**src/rtl/alu_capture_pkg.sv**
```systemverilog
// rtl/alu_capture_pkg.sv - shared types and constants for the ALU result capture block
package alu_capture_pkg;

  localparam int OP_W     = 2;
  localparam int RES_W    = 4;
  localparam int STATUS_W = 4;
  localparam int ERR_CNT_W = 8;
  localparam logic [STATUS_W-1:0] ERR_MASK_DEFAULT = 4'b1011;

  typedef struct packed {
    logic [OP_W-1:0]     op;
    logic [RES_W-1:0]    result;
    logic [STATUS_W-1:0] status;
  } capture_entry_t;

  function automatic logic is_error(input logic [STATUS_W-1:0] status,
                                    input logic [STATUS_W-1:0] mask);
    return |(status & mask);
  endfunction

endpackage

```
**src/rtl/alu_capture_fifo.sv**
```systemverilog
// rtl/alu_capture_fifo.sv - synchronous FIFO of capture entries
// Push while full succeeds only when a pop happens on the same edge.
module alu_capture_fifo
  import alu_capture_pkg::*;
#(
  parameter int DEPTH = 4
) (
  input  logic                       i_clk,
  input  logic                       i_reset,
  input  logic                       i_push,
  input  capture_entry_t             i_data,
  input  logic                       i_pop,
  output capture_entry_t             o_data,
  output logic                       o_full,
  output logic                       o_empty,
  output logic [$clog2(DEPTH):0]     o_count
);

  localparam int PTR_W = $clog2(DEPTH);
  localparam int CNT_W = PTR_W + 1;

  capture_entry_t   mem_q [DEPTH];
  capture_entry_t   mem_d [DEPTH];
  logic [PTR_W-1:0] wr_ptr_q, wr_ptr_d;
  logic [PTR_W-1:0] rd_ptr_q, rd_ptr_d;
  logic [CNT_W-1:0] count_q, count_d;
  logic             pop_ok;
  logic             push_ok;

  assign o_full  = (count_q == CNT_W'(DEPTH));
  assign o_empty = (count_q == '0);
  assign o_count = count_q;
  assign o_data  = o_empty ? '0 : mem_q[rd_ptr_q];

  always_comb begin
    mem_d    = mem_q;
    wr_ptr_d = wr_ptr_q;
    rd_ptr_d = rd_ptr_q;
    count_d  = count_q;
    pop_ok   = i_pop & ~o_empty;
    push_ok  = i_push & (~o_full | pop_ok);
    if (push_ok) begin
      mem_d[wr_ptr_q] = i_data;
      wr_ptr_d        = wr_ptr_q + PTR_W'(1);
    end
    if (pop_ok) begin
      rd_ptr_d = rd_ptr_q + PTR_W'(1);
    end
    count_d = count_q + CNT_W'(push_ok) - CNT_W'(pop_ok);
  end

  always_ff @(posedge i_clk) begin
    mem_q <= mem_d;
    if (i_reset) begin
      wr_ptr_q <= '0;
      rd_ptr_q <= '0;
      count_q  <= '0;
    end else begin
      wr_ptr_q <= wr_ptr_d;
      rd_ptr_q <= rd_ptr_d;
      count_q  <= count_d;
    end
  end

endmodule

```
**src/rtl/alu_result_capture.sv**
```systemverilog
// rtl/alu_result_capture.sv - tracks issued ALU ops through the ALU latency and buffers results
// Tag pipeline, issue credit, sticky overflow and saturating error counter around the FIFO.
module alu_result_capture
  import alu_capture_pkg::*;
#(
  parameter int                  N        = OP_W,
  parameter int                  M        = RES_W,
  parameter int                  LAT      = 1,
  parameter int                  DEPTH    = 4,
  parameter logic [STATUS_W-1:0] ERR_MASK = ERR_MASK_DEFAULT
) (
  input  logic                 i_clk,
  input  logic                 i_reset,
  input  logic                 i_issue_valid,
  input  logic [N-1:0]         i_issue_op,
  output logic                 o_issue_ready,
  input  logic [M-1:0]         i_alu_result,
  input  logic [3:0]           i_alu_status,
  output logic                 o_valid,
  input  logic                 i_ready,
  output logic [N-1:0]         o_op,
  output logic [M-1:0]         o_result,
  output logic [3:0]           o_status,
  output logic                 o_error,
  output logic                 o_overflow,
  output logic [7:0]           o_err_count
);

  localparam int CNT_W = $clog2(DEPTH) + 1;
  localparam int INF_W = 3;
  localparam int SUM_W = CNT_W + INF_W;

  logic [LAT-1:0]       tag_valid_q, tag_valid_d;
  logic [N-1:0]         tag_op_q [LAT];
  logic [N-1:0]         tag_op_d [LAT];
  logic                 overflow_q, overflow_d;
  logic [ERR_CNT_W-1:0] err_cnt_q, err_cnt_d;

  logic                 arriving;
  logic                 pop;
  logic                 push_accept;
  logic [INF_W-1:0]     inflight;
  logic [SUM_W-1:0]     credit_sum;
  capture_entry_t       cap_entry;
  capture_entry_t       head;
  logic                 fifo_full;
  logic                 fifo_empty;
  logic [CNT_W-1:0]     fifo_count;

  alu_capture_fifo #(.DEPTH(DEPTH)) u_fifo (
    .i_clk   (i_clk),
    .i_reset (i_reset),
    .i_push  (arriving),
    .i_data  (cap_entry),
    .i_pop   (pop),
    .o_data  (head),
    .o_full  (fifo_full),
    .o_empty (fifo_empty),
    .o_count (fifo_count)
  );

  assign o_valid     = ~fifo_empty;
  assign o_op        = head.op;
  assign o_result    = head.result;
  assign o_status    = head.status;
  assign o_error     = o_valid & is_error(head.status, ERR_MASK);
  assign o_overflow  = overflow_q;
  assign o_err_count = err_cnt_q;

  // The ALU result seen while a tag leaves the last stage belongs to that tag.
  always_comb begin
    arriving         = tag_valid_q[LAT-1];
    cap_entry.op     = tag_op_q[LAT-1];
    cap_entry.result = i_alu_result;
    cap_entry.status = i_alu_status;
    pop              = o_valid & i_ready;
    push_accept      = arriving & (~fifo_full | pop);
  end

  always_comb begin
    tag_valid_d    = tag_valid_q;
    tag_op_d       = tag_op_q;
    tag_valid_d[0] = i_issue_valid;
    tag_op_d[0]    = i_issue_op;
    for (int i = 1; i < LAT; i++) begin
      tag_valid_d[i] = tag_valid_q[i-1];
      tag_op_d[i]    = tag_op_q[i-1];
    end
  end

  // Credit counts every tag still in flight as an entry already owning a slot.
  always_comb begin
    inflight = '0;
    for (int i = 0; i < LAT; i++) begin
      inflight = inflight + INF_W'(tag_valid_q[i]);
    end
    credit_sum    = SUM_W'(fifo_count) + SUM_W'(inflight);
    o_issue_ready = (credit_sum < SUM_W'(DEPTH));
  end

  always_comb begin
    overflow_d = overflow_q | (arriving & fifo_full & ~pop);
    err_cnt_d  = err_cnt_q;
    if (push_accept && is_error(i_alu_status, ERR_MASK) && (err_cnt_q != '1)) begin
      err_cnt_d = err_cnt_q + ERR_CNT_W'(1);
    end
  end

  always_ff @(posedge i_clk) begin
    if (i_reset) begin
      tag_valid_q <= '0;
      for (int i = 0; i < LAT; i++) begin
        tag_op_q[i] <= '0;
      end
      overflow_q <= 1'b0;
      err_cnt_q  <= '0;
    end else begin
      tag_valid_q <= tag_valid_d;
      tag_op_q    <= tag_op_d;
      overflow_q  <= overflow_d;
      err_cnt_q   <= err_cnt_d;
    end
  end

endmodule

```
**config.mk**
```make
export PLATFORM = sky130hd
export DESIGN_NAME = alu_result_capture
export DESIGN_NICKNAME = d
export VERILOG_FILES = /design/src/rtl/alu_capture_pkg.sv /design/src/rtl/alu_capture_fifo.sv /design/src/rtl/alu_result_capture.sv
export SDC_FILE = /design/constraint.sdc
export NUM_CORES = 1
export LEC_CHECK = 0
export CAP_MARGIN = 10
export CELL_PAD_IN_SITES_DETAIL_PLACEMENT = 1
export CELL_PAD_IN_SITES_GLOBAL_PLACEMENT = 1
export CORE_ASPECT_RATIO = 0.6
export CORE_MARGIN = 4
export CORE_UTILIZATION = 42
export CTS_BUF_LIST = sky130_fd_sc_hd__clkbuf_4 sky130_fd_sc_hd__clkbuf_8
export CTS_CLUSTER_SIZE = 20
export DETAILED_ROUTE_END_ITERATION = 6
export GPL_TIMING_DRIVEN = 0
export PLACE_DENSITY = 0.75
export SYNTH_ARGS = -nofsm -noshare
export SYNTH_HDL_FRONTEND = slang
export SYNTH_SLANG_ARGS = --single-unit
```
**constraint.sdc**
```tcl
create_clock -name i_clk -period 1.9 [get_ports i_clk]
set_input_delay 0.38 -clock i_clk [delete_from_list [all_inputs] [get_ports i_clk]]
set_output_delay 0.38 -clock i_clk [all_outputs]
set_load 0.01 [all_outputs]
```
== After elaboration in Yosys (flattened, before gate mapping) ==
Index checks and enable logic that the tools add are counted.
Operators by class
  $add $sub $neg: 6
  multiply operators: 0
  divide/modulo/power cells: 0
  order comparisons: 4
  equal/unequal tests: 2
  shift-type cells: 0
  mux-type cells: 7
  bitwise gates (word level): 15
  reductions and logical operators: 6
Operators with widths (number)
  $bwmux 40: 1
  $mux 10: 4
  $bmux 10 s2: 1
  $demux 10 s2: 1
  $add 8x1->8 const B: 1
  $ne 8x8->1 const B: 1
  $and 1x1->1: 7
  $ge 3x3->1 const B: 2
  $not 2->3: 2
  $reduce_or 3->1: 2
  $add 2x1->2 const B: 2
  $add 3x1->4: 1
  $lt 4x3->1 const B: 1
  $add 3x1->3: 1
  $eq 3x3->1 const B: 1
  $logic_and 1x1->1: 3
  $logic_not 3->1: 1
  $lt 3x1->1 const B: 1
  $not 1->1: 3
  $or 1x1->1: 3
  $sub 3x1->3: 1
Storage, ports and cells
  register bits after elaboration: 59
  bits in latches: 0
  bits in writable memories: 0
  bits in read-only memories: 0
  input port bits: 14
  logic and storage cells: 59
  memories: 0

== Depth between registers and ports, before layout ==
Gate-level depths: netlist (run 1).
  word-level depth: 8
  gate-level depth with buffers: 9

== Modules after synthesis ==
Synthesis (run 1) repeated with hierarchy kept, for this count alone.
Unflattened totals
  cell total of the unflattened synthesis: 173
  area, all modules: 2583.7 sq um
By module, submodules not included
  alu_capture_fifo: instances 1, cells an instance 108, area an instance 1976.9 sq um
  alu_result_capture: instances 1, cells an instance 65, area an instance 606.8 sq um

== Worst setup path after synthesis (run 1) ==
Ideal clock, no wire load.
  path kind: register to register
  start point: register u_fifo.count_q[2] (netlist: u_fifo.o_count[2])
  end point: register u_fifo.count_q[2] (netlist: u_fifo.o_count[2])
  arrival time: 1956 ps
  required time: 1772 ps
  slack: -183 ps
  cell stages (with the launch flop): 10
  buffers on the path: 0
  cells stage by stage: dfxtp_1 > or3_1 > and2_1 > ha_1 > inv_1 > ha_1 > inv_1 > fa_1 > xnor2_1 > nor2_1
On the way
  cells in the longest elaborated chain, start to end: 8
  elaborated cells on any way between the ends: 10
  those cells by class: add/sub (2); eq/ne (1); bitwise (6); reduce/logical (1)
RTL lines
  start, declared: RTL line alu_capture_fifo.sv:26  | logic [CNT_W-1:0] count_q, count_d;
  start signal, assigned: RTL line alu_capture_fifo.sv:61  | count_q <= count_d;
  $logic_not 3->1 (*): RTL line alu_capture_fifo.sv:31  | assign o_empty = (count_q == '0);
  $not 1->1 (*): RTL line alu_capture_fifo.sv:40, alu_result_capture.sv:62
  $and 1x1->1: RTL line alu_result_capture.sv:76  | pop = o_valid & i_ready;
  $and 1x1->1 (*): RTL line alu_capture_fifo.sv:40  | pop_ok = i_pop & ~o_empty;
  net u_fifo.pop_ok: RTL line alu_capture_fifo.sv:27  | logic pop_ok;
  $or 1x1->1: RTL line alu_capture_fifo.sv:41  | push_ok = i_push & (~o_full | pop_ok);
  $and 1x1->1: RTL line alu_capture_fifo.sv:41
  $add 3x1->3: RTL line alu_capture_fifo.sv:49  | count_d = count_q + CNT_W'(push_ok) - CNT_W'(pop_ok);
  $sub 3x1->3 (*): RTL line alu_capture_fifo.sv:49
Mark *: on every way through the listed nets, which the timed path passes. The rest lies on a longest branch.
A chain may end at the register's enable or synchronous reset.

== Worst setup path after layout (run 1) ==
  start point: register u_fifo.rd_ptr_q[0]
  end point: output port o_error
On the way
  cells in the longest elaborated chain, start to end: 7
RTL lines
  start, declared: RTL line alu_capture_fifo.sv:25  | logic [PTR_W-1:0] rd_ptr_q, rd_ptr_d;
  start signal, assigned: RTL line alu_capture_fifo.sv:60  | rd_ptr_q <= rd_ptr_d;
  $not 2->3 (not written as such): RTL line alu_capture_fifo.sv:33  | assign o_data = o_empty ? '0 : mem_q[rd_ptr_q];
  $bmux 10 s2: RTL line alu_capture_fifo.sv:33
  $mux 10 (not written as such) (2 in a row): RTL line alu_capture_fifo.sv:33
  $mux 10: RTL line alu_capture_fifo.sv:33
  $reduce_or 3->1: RTL line alu_capture_pkg.sv:18  | return |(status & mask);
  $and 1x1->1: RTL line alu_result_capture.sv:66  | assign o_error = o_valid & is_error(head.status, ERR_MASK);
  end, declared: RTL line alu_result_capture.sv:24  | output logic o_error,
Every way passes these cells. The select of a mux whose other input is x is not followed.

==> impl_metrics.yaml, run 1 <==
logic_synthesis:
  synthArstFlopShare_pct: 0
  synth-edff-count: 40
  synthFlopType: "edfxtp_1"
  avgSynthCellArea_um2: 14.5
  synth_nets: 194
  synth.distinct_cells: 38
  syn_area_um2: 2490
  postSynthCellCount: 171
  ys_seq_area_share_pct: 63.6
  synth_warnings: 0
  ys_ff_latch: 59
timing:
  worst_slew_pin_slew_ns: 0.521
  post-route-period-util_pct: 114
  rsz0062_at_grt: "yes"
  timing.fmax_ghz: 0.464
  clock-skew-final_ns: 0.0106
  relSlewSlack_pct: 65.3
  drv_slew: 0
  fin_ws_ns: -0.257
  finalCriticalPeriod_ns: 2.16
  tns_ns: -2.08
  hold_violations: 0
  setup-violations-final: 13
status:
  violations: "setup timing"
  outcome: "finished, violations left"
global_route:
  track_usage_pct: 19.5
  grt_max_degree: 11
  antenna_found_initial: 0
  grt_pass1_wl_mm: 10.1
  grt_pass1_vias: 1814
  grt_overflow: 0
detailed_routing:
  drt_pass1_iterations: 4
  wl_per_cell_um: 20.5
  wirelength_mm: 6.53
  drt_iter0_drc: 142
  final_antenna_net_count: 0
  vias_per_cell: 5.29
  drc: 0
  detailroute.via_count: 1681
critical_path:
  crit_fanout: 4
  r2r_end: "u_fifo.o_count[1]"
  crit_type: "reg -> out"
  cp-end-kind: "output pin"
  worst_path_largest_cell_delay_ns: 0.50
  r2r_setup_slack_ns: -0.15
  r2r_cells: 8
  cp_slowest_cell: "mux4_2"
  crit_path_start_kind: "flip-flop"
  startpoint: "u_fifo.rd_ptr_q[0]"
  timing.rr.start: "u_fifo.o_count[2]"
  worstPathCellList: "buf_6 > mux4_2 > o31a_1 > buf_2"
  arrival_ns: 1.78
  required_ns: 1.52
  cp-endpoint: "o_error"
floorplanning:
  die_w_um: 107
  die_h_um: 67.6
  start_util_pct: 44.0
  design.core.area_um2: 5650
  rows: 21
  die_area_um2: 7260
  io_pins: 36
clocking:
  cts.htree.levels: 3
  worstSkewPairLatency_ns: 0.34
  numCtsBuffers: 9
  clkSlewWorstSetupHoldPaths_ns: 0.07
  cts_buffer_depth: 2
  cts_tree: "yes"
  root_buffer: "clkbuf_8"
  cts_hold_buf: 0
  cts.sinks: 59
placement:
  dp_hpwl_mm: 3.95
  io_buffers: 34
  dp_cells: 285
  place_congestion: 0.702
power:
  ir_worst_vdd_v: 0.000490
  power_density_nw_per_um2: 1310
  finalPower_mw: 4.51
  power_leakage_nw: 1.22
finish:
  instances_no_fill: 318
  most-common-layout-cells: "edfxtp_1, clkdlybuf4s50_1, buf_6, dfxtp_1"
  nNetsFinal: 256
  drive_gt1_share_pct: 38.2
  multi_input_comb_area_um2: 946
  diodes: 0
  seq_area_um2: 1590
  final.fill_count: 550
  area_growth_pct: 37.8
  final_common_cell: "edfxtp_1"
hold_path:
  min-delay-path-class: "in -> reg"
job:
  cap_violations: 0
==> how the worst min path moves through the flow <==
stage	from	end	slack (ns)	depth (start not counted)
6_report	i_reset	tag_op_q[0]	0.44	2
3_5_place_dp	tag_op_q[0]	u_fifo.mem_q[38]	0.47	0
5_1_grt	i_alu_status[0]	u_fifo.mem_q[0]	0.50	1
2_1_floorplan	tag_op_q[0]	u_fifo.mem_q[18]	0.44	0
3_3_place_gp	tag_op_q[0]	u_fifo.mem_q[8]	0.44	0
4_1_cts	i_reset	tag_op_q[0]	0.45	2
==> through the flow <==
stage	hold WS, ns	cell area, um^2	setup slack, ns	utilization [%]
floorplan	0.438	2520	-0.0384	-
global placement	0.444	2960	-0.653	52.5
detailed placement	0.466	2960	-0.816	52.5
CTS	0.449	3330	-0.277	59.0
global route	0.497	3430	-0.302	60.7
finish	0.440	3430	-0.257	60.7
==> where the power goes <==
group / leakage, nW / switching [mW] / internal (mW) / total [mW]
Clock: 0.104 / 0.503 / 0.650 / 1.15
Sequential: 0.522 / 0.0710 / 1.47 / 1.54
Combinational: 0.592 / 0.737 / 1.08 / 1.81
==> area by class of cell <==
type | instances | share of cell area [%]
sequential | 59 | 46.5
multi-input combinational | 97 | 27.6
timing repair buffer | 51 | 14.2
clock buffer | 11 | 4.23
tap | 80 | 2.92
buffer | 6 | 2.01
clock inverter | 5 | 1.53
inverter | 9 | 0.985
==> per-layer routing <==
metal	track usage [%]	part of all wire [%]	vias to the layer above
met4	7.09	1.3	0
met2	32.1	51	51
met1	24.5	42	866
met3	6.30	6.2	7
met5	0	0	-
li1	-	-	757
==> state kept, by name, summed over array words and instances (netlist names) <==
name and cells:
u_fifo.mem_q 40, o_err_count 8, u_fifo.wr_ptr_q 2, o_overflow 1, tag_op_q 2, u_fifo.rd_ptr_q 2, arriving 1, u_fifo.o_count 3
==> what timing repair did <==
| action | CTS | global route |
|---|---|---|
| endpoints found under the setup margin | 57 | 26 |
| cloned | 1 | 0 |
| buffers inserted | 12 | 5 |
| pin swaps | 14 | 3 |
| gates resized for setup | 89 | 20 |
==> critical path, delay by kind of cell, from the launching register on <==
family / cells / cell delay [ns]
AOI/OAI and AO/OA: 1 / 0.31
buffers and inverters: 2 / 0.24
DFF: 1 / 0.39
muxes: 1 / 0.50
==> kinds of logic (layout without fill, tap and decap cells) <==
group / Yosys count / after routing / synth area share (%)
simple gates: 55 / 55 / 12.6
buf+inv: 15 / 82 / 2.62
fa+ha+maj: 9 / 9 / 4.83
compound gates: 15 / 15 / 4.18
flops: 59 / 59 / 63.6
mux: 14 / 14 / 10.8
xor+xnor: 4 / 4 / 1.41
==> cell usage after synthesis (2+ instances only) <==
cell | number | area, um^2
mux2i_1 | 2 | 20.0
nand3_1 | 4 | 20.0
nor2_1 | 12 | 45.0
dfxtp_1 | 19 | 380
o31ai_1 | 2 | 15.0
or3_1 | 3 | 18.8
o31a_1 | 2 | 17.5
a21oi_1 | 4 | 20.0
xnor2_1 | 3 | 26.3
nand2_1 | 4 | 15.0
and2_1 | 15 | 93.8
ha_1 | 8 | 100
clkbuf_1 | 4 | 15.0
nor2b_1 | 5 | 31.3
edfxtp_1 | 40 | 1200
nor3_1 | 4 | 20.0
inv_1 | 9 | 33.8
or4_1 | 2 | 15.0
mux4_2 | 10 | 225
No activity file was read; power rests on OpenSTA's default activity.
==> run 2, diff against run 1 <==
--- a/config.mk
+++ b/config.mk
@@ -10,12 +10,13 @@
 export CELL_PAD_IN_SITES_GLOBAL_PLACEMENT = 1
 export CORE_ASPECT_RATIO = 0.6
 export CORE_MARGIN = 4
-export CORE_UTILIZATION = 42
+export CORE_UTILIZATION = 50
 export CTS_BUF_LIST = sky130_fd_sc_hd__clkbuf_4 sky130_fd_sc_hd__clkbuf_8
 export CTS_CLUSTER_SIZE = 20
 export DETAILED_ROUTE_END_ITERATION = 6
 export GPL_TIMING_DRIVEN = 0
-export PLACE_DENSITY = 0.75
+export PLACE_DENSITY = 0.84
+export SLEW_MARGIN = 20
 export SYNTH_ARGS = -nofsm -noshare
 export SYNTH_HDL_FRONTEND = slang
 export SYNTH_SLANG_ARGS = --single-unit
==> constraint.sdc (replaced) <==
create_clock -name i_clk -period 2.7 [get_ports i_clk]
set_input_delay 0.54 -clock i_clk [delete_from_list [all_inputs] [get_ports i_clk]]
set_output_delay 0.54 -clock i_clk [all_outputs]
set_load 0.01 [all_outputs]
==> run 2 against run 1 <==
Net effect:
- the run now ends clean
- critical endpoint is now o_status[3]
- first-iteration DRC count fell by 23%
- count of clock-buffer cells in the layout fell by 1
- power fell by 39%
==> impl_metrics.yaml, run 2 (synthesized netlist as in run 1, its figures left out) <==
status:
  outcome: "finished clean"
clocking:
  numCtsBuffers: 9
  post-cts-setup-buffers: 0
  worstSkewPairLatency_ns: 0.34
  clkSlewWorstSetupHoldPaths_ns: 0.07
  cts_resized: 7
  root_buffer: "clkbuf_8"
  cts_hold_buf: 0
  cts.htree.levels: 3
  cts_buffer_depth: 2
  cts.sinks: 59
  cts_tree: "yes"
hold_path:
  min-delay-path-class: "reg -> reg"
critical_path:
  cp-end-kind: "output pin"
  crit_path_start_kind: "flip-flop"
  cp_slowest_cell: "mux4_2"
  crit_fanout: 10
  arrival_ns: 2.04
  worstPathCellList: "buf_12 > mux4_2 > and2_1 > clkdlybuf4s50_1"
  crit_type: "reg -> out"
  worst_path_largest_cell_delay_ns: 0.52
  required_ns: 2.16
floorplanning:
  start_util_pct: 53.1
  die_area_um2: 6200
  rows: 19
  design.core.area_um2: 4680
  die_w_um: 99.1
  io_pins: 36
  die_h_um: 62.6
power:
  power_leakage_nw: 1.07
  ir_worst_vdd_v: 0.000440
  power_density_nw_per_um2: 876
global_route:
  grt_pass1_vias: 1744
  grt_overflow: 0
  antenna_found_initial: 0
  grt_max_degree: 11
  grt_pass1_wl_mm: 9.96
  track_usage_pct: 21.7
timing:
  drv_slew: 0
  hold_ws_ns: 0.486
  fin_ws_ns: 0.118
  hold_violations: 0
  relSlewSlack_pct: 51.1
  post-route-period-util_pct: 95.6
  clock-skew-final_ns: 0.00710
  setup-violations-final: 0
  timing.fmax_ghz: 0.387
  finalCriticalPeriod_ns: 2.58
  rsz0062_at_grt: "no"
  tns_ns: 0
  worst_slew_pin_slew_ns: 0.733
detailed_routing:
  wirelength_mm: 6.19
  vias_per_cell: 5.66
  drt_iter0_drc: 109
  drt_pass1_iterations: 4
  detailroute.via_count: 1607
  final_antenna_net_count: 0
  drc: 0
  wl_per_cell_um: 21.8
placement:
  dp_hpwl_mm: 4.14
  place_congestion: 0.715
  dp_cells: 268
  io_buffers: 34
  pre_cts_ws_ns: -0.0850
finish:
  most-common-layout-cells: "edfxtp_1, clkdlybuf4s50_1, dfxtp_1"
  seq_area_um2: 1590
  instances_no_fill: 284
  final_common_cell: "edfxtp_1"
  diodes: 0
  largest_register: "u_fifo.mem_q"
  area_growth_pct: 25.8
  nNetsFinal: 239
  largest_reg_flops: 40
  drive_gt1_share_pct: 14.9
  multi_input_comb_area_um2: 846
  final.fill_count: 442
job:
  cap_violations: 0
run 2: cell count changes in the layout (fill, tap and decap cells not counted), sizes merged:
cell           before  now
clkinvlp            0    1
clkdlybuf4s50      17   33
clkdlybuf4s15       1    0
dlygate4sd2         4    0
buf                33    3
dlymetal6s2s        0    1
run 2: metal layers:
layer | global-route usage (%) | part of all wire (%)
met5 | 0 | 0
met4 | 5.45 | 1.1
met3 | 7.80 | 4.7
met2 | 34.4 | 49
met1 | 28.5 | 45
run 2: stage by stage:
| step | power, mW | cell area [um^2] | util, % |
|---|---|---|---|
| 2_1_floorplan | 1.54 | 2490 | - |
| 3_3_place_gp | 1.87 | 2910 | 62.1 |
| 3_5_place_dp | 1.91 | 2910 | 62.1 |
| 4_1_cts | 2.74 | 3120 | 66.6 |
| 5_1_grt | 2.89 | 3130 | 66.8 |
| 6_report | 2.74 | 3130 | 66.8 |
run 2: cell type report:
type	instances	area share (%)
clock inverters	6	1.76
well taps	63	2.52
multi-input cells	97	27.0
flip-flops and latches	59	50.7
clock buffers	10	4.40
repair buffers	34	11.0
inverters	9	1.08
plain buffers	6	1.56
run 2: report_power, final:
group / internal, mW / switching, mW / leakage (nW)
Combinational: 0.477 / 0.390 / 0.453
Sequential: 1.03 / 0.0577 / 0.520
Clock: 0.441 / 0.346 / 0.0971
run 2: final timing paths:
path | startpoint | end | slack [ns] | cells after the start
setup / recovery | u_fifo.rd_ptr_q[0] | o_status[3] | 0.12 | 4
hold / removal | tag_op_q[0] | u_fifo.mem_q[38] | 0.49 | 0
setup reg to reg | u_fifo.o_count[2] | u_fifo.o_count[2] | 0.34 | 9
hold reg to reg | tag_op_q[0] | u_fifo.mem_q[38] | 0.49 | 0
run 2: worst max-delay path, delay by kind of cell, from the launching register on:
kind                   cells  cell delay, ns
AND/OR/NAND/NOR            1            0.18
buffers and inverters      2            0.62
multiplexers               1            0.52
flip-flops                 1            0.38
==> run 3, diff against run 2 <==
--- a/config.mk
+++ b/config.mk
@@ -5,6 +5,7 @@
 export SDC_FILE = /design/constraint.sdc
 export NUM_CORES = 1
 export LEC_CHECK = 0
+export ABC_CLOCK_PERIOD_IN_PS = 2700
 export CAP_MARGIN = 10
 export CELL_PAD_IN_SITES_DETAIL_PLACEMENT = 1
 export CELL_PAD_IN_SITES_GLOBAL_PLACEMENT = 1
@@ -15,6 +16,7 @@
 export CTS_CLUSTER_SIZE = 20
 export DETAILED_ROUTE_END_ITERATION = 6
 export GPL_TIMING_DRIVEN = 0
+export HOLD_SLACK_MARGIN = 0.02
 export PLACE_DENSITY = 0.84
 export SLEW_MARGIN = 20
 export SYNTH_ARGS = -nofsm -noshare
==> results of run 3 <==
Same layout as run 2: the final DEF is identical, and so are final timing and power.
